File: src/rtl/wb_byte_master.sv
// wb_byte_master
//   Byte-stream to Wishbone classic bridge. Parses a command byte stream
//   (0x57 addr data = write, 0x52 addr = read), runs one 8-bit single
//   Wishbone cycle with an ack timeout, then returns a status byte and, for
//   reads, one data byte on a valid/ready response stream. Only one
//   transaction is ever in flight.
//
//   Status codes: 0x00 ok, 0xEE bus timeout, 0xFF unknown opcode.
//
// Ports
//   clk, rst_n              clock, asynchronous active-low reset
//   cmd_data/valid/ready    command byte stream (in)
//   rsp_data/valid/ready    response byte stream (out)
//   wb_adr_o/dat_o/dat_i    Wishbone address, write data, read data
//   wb_cyc_o/stb_o/we_o     Wishbone cycle, strobe, write enable
//   wb_ack_i                Wishbone acknowledge
//   busy                    high whenever the FSM is not idle
//   timeout_pulse           single-cycle pulse on a timeout abort
module wb_byte_master #(
  parameter int TIMEOUT_CYCLES = 64
) (
  input  logic       clk,
  input  logic       rst_n,
  input  logic [7:0] cmd_data,
  input  logic       cmd_valid,
  output logic       cmd_ready,
  output logic [7:0] rsp_data,
  output logic       rsp_valid,
  input  logic       rsp_ready,
  output logic [7:0] wb_adr_o,
  output logic [7:0] wb_dat_o,
  input  logic [7:0] wb_dat_i,
  output logic       wb_cyc_o,
  output logic       wb_stb_o,
  output logic       wb_we_o,
  input  logic       wb_ack_i,
  output logic       busy,
  output logic       timeout_pulse
);

  localparam int CNT_W = $clog2(TIMEOUT_CYCLES + 1);
  localparam logic [CNT_W-1:0] CNT_MAX = CNT_W'(TIMEOUT_CYCLES);

  localparam logic [7:0] OP_WRITE  = 8'h57;
  localparam logic [7:0] OP_READ   = 8'h52;
  localparam logic [7:0] ST_OK     = 8'h00;
  localparam logic [7:0] ST_TMO    = 8'hEE;
  localparam logic [7:0] ST_BADOP  = 8'hFF;

  typedef enum logic [2:0] {
    IDLE,
    GET_ADDR,
    GET_DATA,
    BUS,
    RSP_STAT,
    RSP_DATA
  } state_t;

  state_t           state;
  logic             is_write;
  logic [7:0]       stat_q;
  logic [7:0]       rdata_q;
  logic [CNT_W-1:0] cnt_q;
  logic [CNT_W-1:0] cnt_inc;
  logic             cmd_take;
  logic             rsp_take;

  // cmd_ready/rsp_valid are the registered handshake outputs, so the
  // transfer conditions use them directly.
  assign cmd_take = cmd_valid && cmd_ready;
  assign rsp_take = rsp_valid && rsp_ready;

  // Saturating increment of the bus-cycle counter.
  always_comb begin
    cnt_inc = cnt_q;
    if (cnt_q != CNT_MAX) cnt_inc = cnt_q + CNT_W'(1);
  end

  always_ff @(posedge clk or negedge rst_n) begin
    if (!rst_n) begin
      state         <= IDLE;
      is_write      <= 1'b0;
      stat_q        <= 8'h00;
      rdata_q       <= 8'h00;
      cnt_q         <= '0;
      cmd_ready     <= 1'b0;
      rsp_data      <= 8'h00;
      rsp_valid     <= 1'b0;
      wb_adr_o      <= 8'h00;
      wb_dat_o      <= 8'h00;
      wb_cyc_o      <= 1'b0;
      wb_stb_o      <= 1'b0;
      wb_we_o       <= 1'b0;
      busy          <= 1'b0;
      timeout_pulse <= 1'b0;
    end else begin
      timeout_pulse <= 1'b0;
      case (state)
        IDLE: begin
          // cmd_ready comes out of reset low and rises on the first
          // clock spent in IDLE.
          cmd_ready <= 1'b1;
          if (cmd_take) begin
            busy <= 1'b1;
            if (cmd_data == OP_WRITE || cmd_data == OP_READ) begin
              is_write <= (cmd_data == OP_WRITE);
              state    <= GET_ADDR;
            end else begin
              is_write  <= 1'b0;
              stat_q    <= ST_BADOP;
              rsp_data  <= ST_BADOP;
              rsp_valid <= 1'b1;
              cmd_ready <= 1'b0;
              state     <= RSP_STAT;
            end
          end
        end

        GET_ADDR: begin
          if (cmd_take) begin
            wb_adr_o <= cmd_data;
            if (is_write) begin
              state <= GET_DATA;
            end else begin
              cmd_ready <= 1'b0;
              wb_cyc_o  <= 1'b1;
              wb_stb_o  <= 1'b1;
              wb_we_o   <= 1'b0;
              cnt_q     <= '0;
              state     <= BUS;
            end
          end
        end

        GET_DATA: begin
          if (cmd_take) begin
            wb_dat_o  <= cmd_data;
            cmd_ready <= 1'b0;
            wb_cyc_o  <= 1'b1;
            wb_stb_o  <= 1'b1;
            wb_we_o   <= 1'b1;
            cnt_q     <= '0;
            state     <= BUS;
          end
        end

        BUS: begin
          // Ack is tested first so an ack on the expiry cycle wins.
          if (wb_ack_i) begin
            wb_cyc_o  <= 1'b0;
            wb_stb_o  <= 1'b0;
            wb_we_o   <= 1'b0;
            stat_q    <= ST_OK;
            rsp_data  <= ST_OK;
            rsp_valid <= 1'b1;
            if (!is_write) rdata_q <= wb_dat_i;
            state     <= RSP_STAT;
          end else begin
            cnt_q <= cnt_inc;
            if (cnt_inc == CNT_MAX) begin
              wb_cyc_o      <= 1'b0;
              wb_stb_o      <= 1'b0;
              wb_we_o       <= 1'b0;
              stat_q        <= ST_TMO;
              rsp_data      <= ST_TMO;
              rsp_valid     <= 1'b1;
              rdata_q       <= 8'h00;
              timeout_pulse <= 1'b1;
              state         <= RSP_STAT;
            end
          end
        end

        RSP_STAT: begin
          if (rsp_take) begin
            // Reads return a data byte after ok/timeout status.
            if (!is_write && stat_q != ST_BADOP) begin
              rsp_data <= rdata_q;
              state    <= RSP_DATA;
            end else begin
              rsp_valid <= 1'b0;
              cmd_ready <= 1'b1;
              busy      <= 1'b0;
              state     <= IDLE;
            end
          end
        end

        RSP_DATA: begin
          if (rsp_take) begin
            rsp_valid <= 1'b0;
            cmd_ready <= 1'b1;
            busy      <= 1'b0;
            state     <= IDLE;
          end
        end

        default: begin
          wb_cyc_o  <= 1'b0;
          wb_stb_o  <= 1'b0;
          wb_we_o   <= 1'b0;
          rsp_valid <= 1'b0;
          busy      <= 1'b0;
          state     <= IDLE;
        end
      endcase
    end
  end

endmodule

File: config.mk
export PLATFORM = sky130hd
export DESIGN_NAME = wb_byte_master
export DESIGN_NICKNAME = d
export VERILOG_FILES = /design/src/rtl/wb_byte_master.sv
export SDC_FILE = /design/constraint.sdc
export NUM_CORES = 1
export LEC_CHECK = 0
export CELL_PAD_IN_SITES_DETAIL_PLACEMENT = 0
export CELL_PAD_IN_SITES_GLOBAL_PLACEMENT = 1
export CORE_UTILIZATION = 43
export DETAILED_ROUTE_END_ITERATION = 8
export PLACE_DENSITY = 0.86
export SETUP_SLACK_MARGIN = 0.5
export SYNTH_ARGS = -nofsm -noshare
export SYNTH_HDL_FRONTEND = slang
export SYNTH_SLANG_ARGS = --single-unit
File: constraint.sdc
create_clock -name clk -period 4.6 [get_ports clk]
set_input_delay 0.46 -clock clk [delete_from_list [all_inputs] [get_ports clk]]
set_output_delay 0.46 -clock clk [all_outputs]
set_load 0.005 [all_outputs]
==> results.toml <==
[min_path]
min_path_type = "input pin to asynchronous set/reset pin"

[detailed_routing]
drt_wl_total_um = 6170
vias = 2200
first_pass_iters = 4
ant_nets = 0
first_iter_violations = 88
wl_per_cell_um = 15.5
viasPerCell = 5.54
drc = 0

[grt]
top_usage_layer = "met2"
grt_pass1_wl_um = 10300
grt_pass1_vias = 2165
grt_usage_pct = 20.3
grt_start_max_net_pins = 52
use_met1_pct = 28.4
grt_overflow_total = 0
use_met3_pct = 3.82
met2_usage_pct = 32.3
antenna_found_initial = 0

[synth]
synth.net_count = 298
ys_seq_area_share_pct = 47.4
synth_cell_types = 49
synthesis.area_um2 = 2690
synth_top_area_share_pct = 47.4
synth.area.top_cells = "dfrtp_1, o21ai_0, mux2_2"
syn_avg_cell_area_um2 = 9.78
ys_seq_elements = 51
ys.flop_type = "dfrtp_1"
synth_edf_count = 0
synthArstFlopShare_pct = 100
synthCells = 275
synth.largest_area_cell = "dfrtp_1"
yosysWarnings = 0

[critical_path]
slowest_stage = "a211oi_1"
crit_type = "register to register"
crit_fanout = 20
r2r-end = "rsp_data[6]$_DFFE_PN0P_"
slowest_delay_ns = 0.68
worst-path-buf-inv = 0
cp-start-kind = "register"
crit_family = "compound AO/OA/AOI/OAI gates"
endpoint_kind = "register"
crit_start = "state[1]$_DFFE_PN0P_"
reg2regPathDepth = 5
rrSetupSlack_ns = 1.82
cp_cell_sequence = "or3b_1, a211oi_1, a2bb2oi_2, a211oi_4, a2bb2oi_1"
crit_cells = 5
reg2reg_from = "state[1]$_DFFE_PN0P_"
worstPathArrival_ns = 3.01
crit_required_ns = 4.83
cp-endpoint = "rsp_data[6]$_DFFE_PN0P_"

[place]
dp_hpwl_um = 4340
routabilityCongestion = 0.807
place_ws_ns = 1.80
io_buffers = 51
dpl_cell_area_um2 = 3240

[timing]
slew_viol_final = 0
rsz0062_at_grt = "false"
hold_ws_ns = 0.250
final-setup-viol-count = 0
slew_headroom_pct = 49.8
fmaxAchievable_mhz = 359
fin_tns_setup_ns = 0
setup_ws_ns = 1.82
final_hold_viol_count = 0
skew_ns = 0.00726
period_share_pct = 60.5
period_needed_ns = 2.78
worst_pin_slew_ns = 0.749

[pwr]
pwr_density_cell_nw_per_um2 = 240
max-vdd-ir-drop_mv = 0.167
p_leak_nw = 1.43

[clocking]
tritoncts = "built"
worstSkewPairLatency_ns = 0.30
post_cts.resized_instances = 0
cts_hold_buf = 0
htree_levels = 2
cts.path.max_buffers = 2
clk_pin_slew_ns = 0.10
postCtsSetupRepairBufs = 0
numCtsBuffers = 5
cts_sinks = 51
cts_root_buf = "clkbuf_8"

[floorplanning]
die_x_um = 81.1
pin_count = 52
start_util_pct = 44.9
core_area_um2 = 5990
die_h_um = 81.1
num_rows = 28
die-area_um2 = 6580

[finish]
n_antenna_cell = 0
fillers = 547
area_delta_synth_final_pct = 24.9
layout_commonest_cell = "dfrtp_1"
fin_util_pct = 56.1
fin_area_um2 = 3360
drive_gt1_share_pct = 10.6
nets = 344
layout_common_cells = "dfrtp_1, clkdlybuf4s50_1, o21ai_0, nand2_1, mux2_2"

[run]
maxCapViolations = 0

[outcome]
outcome = "finished clean"
Yosys cell counts, types with 2 or more instances:
cell type and count:
dfrtp_1 51, o21ai_0 43, nand2_1 34, mux2_2 16
clkbuf_1 12, nand2b_1 10, nor2_1 10, a22oi_1 8
inv_1 8, a21oi_1 6, a2bb2oi_1 6, nand3_1 5
a21o_1 3, a31oi_1 3, nor2b_1 3, nor4bb_1 3
o21a_1 3, o21ai_1 3, o22ai_1 3, xor2_1 3
a211oi_1 2, and2_1 2, and3_1 2, and3b_1 2
ha_1 2, nand4_1 2, nor3_1 2, nor3_2 2
nor3b_1 2, o21bai_1 2, o311a_1 2, or3b_1 2
or4_1 2
power breakdown:
group / internal, mW / switching, mW / total, mW
Clock: 0.165 / 0.159 / 0.324
Sequential: 0.448 / 0.000000000440 / 0.448
Combinational: 0.0186 / 0.0173 / 0.0359
Total: 0.632 / 0.176 / 0.808
metrics by stage:
step | total power [mW] | std cells
after global routing | 0.835 | 397
after global placement | 0.493 | 389
after CTS | 0.816 | 397
final | 0.808 | 397
after detailed placement | 0.493 | 389
after floorplan | 0.464 | 275
area by class of cell:
| class | count | area [um2] | share of cell area (%) |
|---|---|---|---|
| Multi-Input combinational cell | 203 | 1330 | 39.6 |
| Sequential cell | 51 | 1280 | 38.0 |
| Timing Repair Buffer | 52 | 513 | 15.3 |
| Tap cell | 75 | 93.8 | 2.79 |
| Clock buffer | 5 | 68.8 | 2.05 |
| Clock inverter | 3 | 47.5 | 1.41 |
| Inverter | 8 | 30.0 | 0.894 |
how the worst min path moves through the flow:
| stage | startpoint | endpoint | cells past startpoint |
|---|---|---|---|
| after global routing | rst_n | rdata_q[1]$_DFFE_PN0P_ | 2 |
| after CTS | rst_n | rdata_q[1]$_DFFE_PN0P_ | 2 |
| after global placement | wb_adr_o[2]$_DFFE_PN0P_ | wb_adr_o[2]$_DFFE_PN0P_ | 1 |
| after floorplan | rst_n | busy$_DFFE_PN0P_ | 0 |
| after detailed placement | wb_adr_o[2]$_DFFE_PN0P_ | wb_adr_o[2]$_DFFE_PN0P_ | 1 |
| final | rst_n | rdata_q[1]$_DFFE_PN0P_ | 2 |
cell families after synthesis:
group / after synthesis / synth area share [%]
flops: 51 / 47.4
buf+inv: 21 / 3.07
xor+xnor: 4 / 1.30
mux: 16 / 6.70
simple gates: 88 / 17.9
fa+ha+maj: 2 / 0.930
compound gates: 93 / 22.7
state kept, by name, indices dropped and copies added, names as in the netlist:
signal,count
stat_q,2
rsp_data,8
timeout_pulse,1
wb_stb_o,1
state,3
busy,1
is_write,1
cmd_ready,1
wb_dat_o,8
wb_adr_o,8
cnt_q,7
rsp_valid,1
rdata_q,8
wb_we_o,1
routing by layer:
layer | vias to the layer above | part of all wire, % | wire length [um]
met5 | - | 0 | 0
met3 | 7 | 3.1 | 189
met1 | 1068 | 49 | 3030
met2 | 37 | 47 | 2880
li1 | 1088 | - | -
met4 | 0 | 1.1 | 66
(Power assumes the default switching activity.)
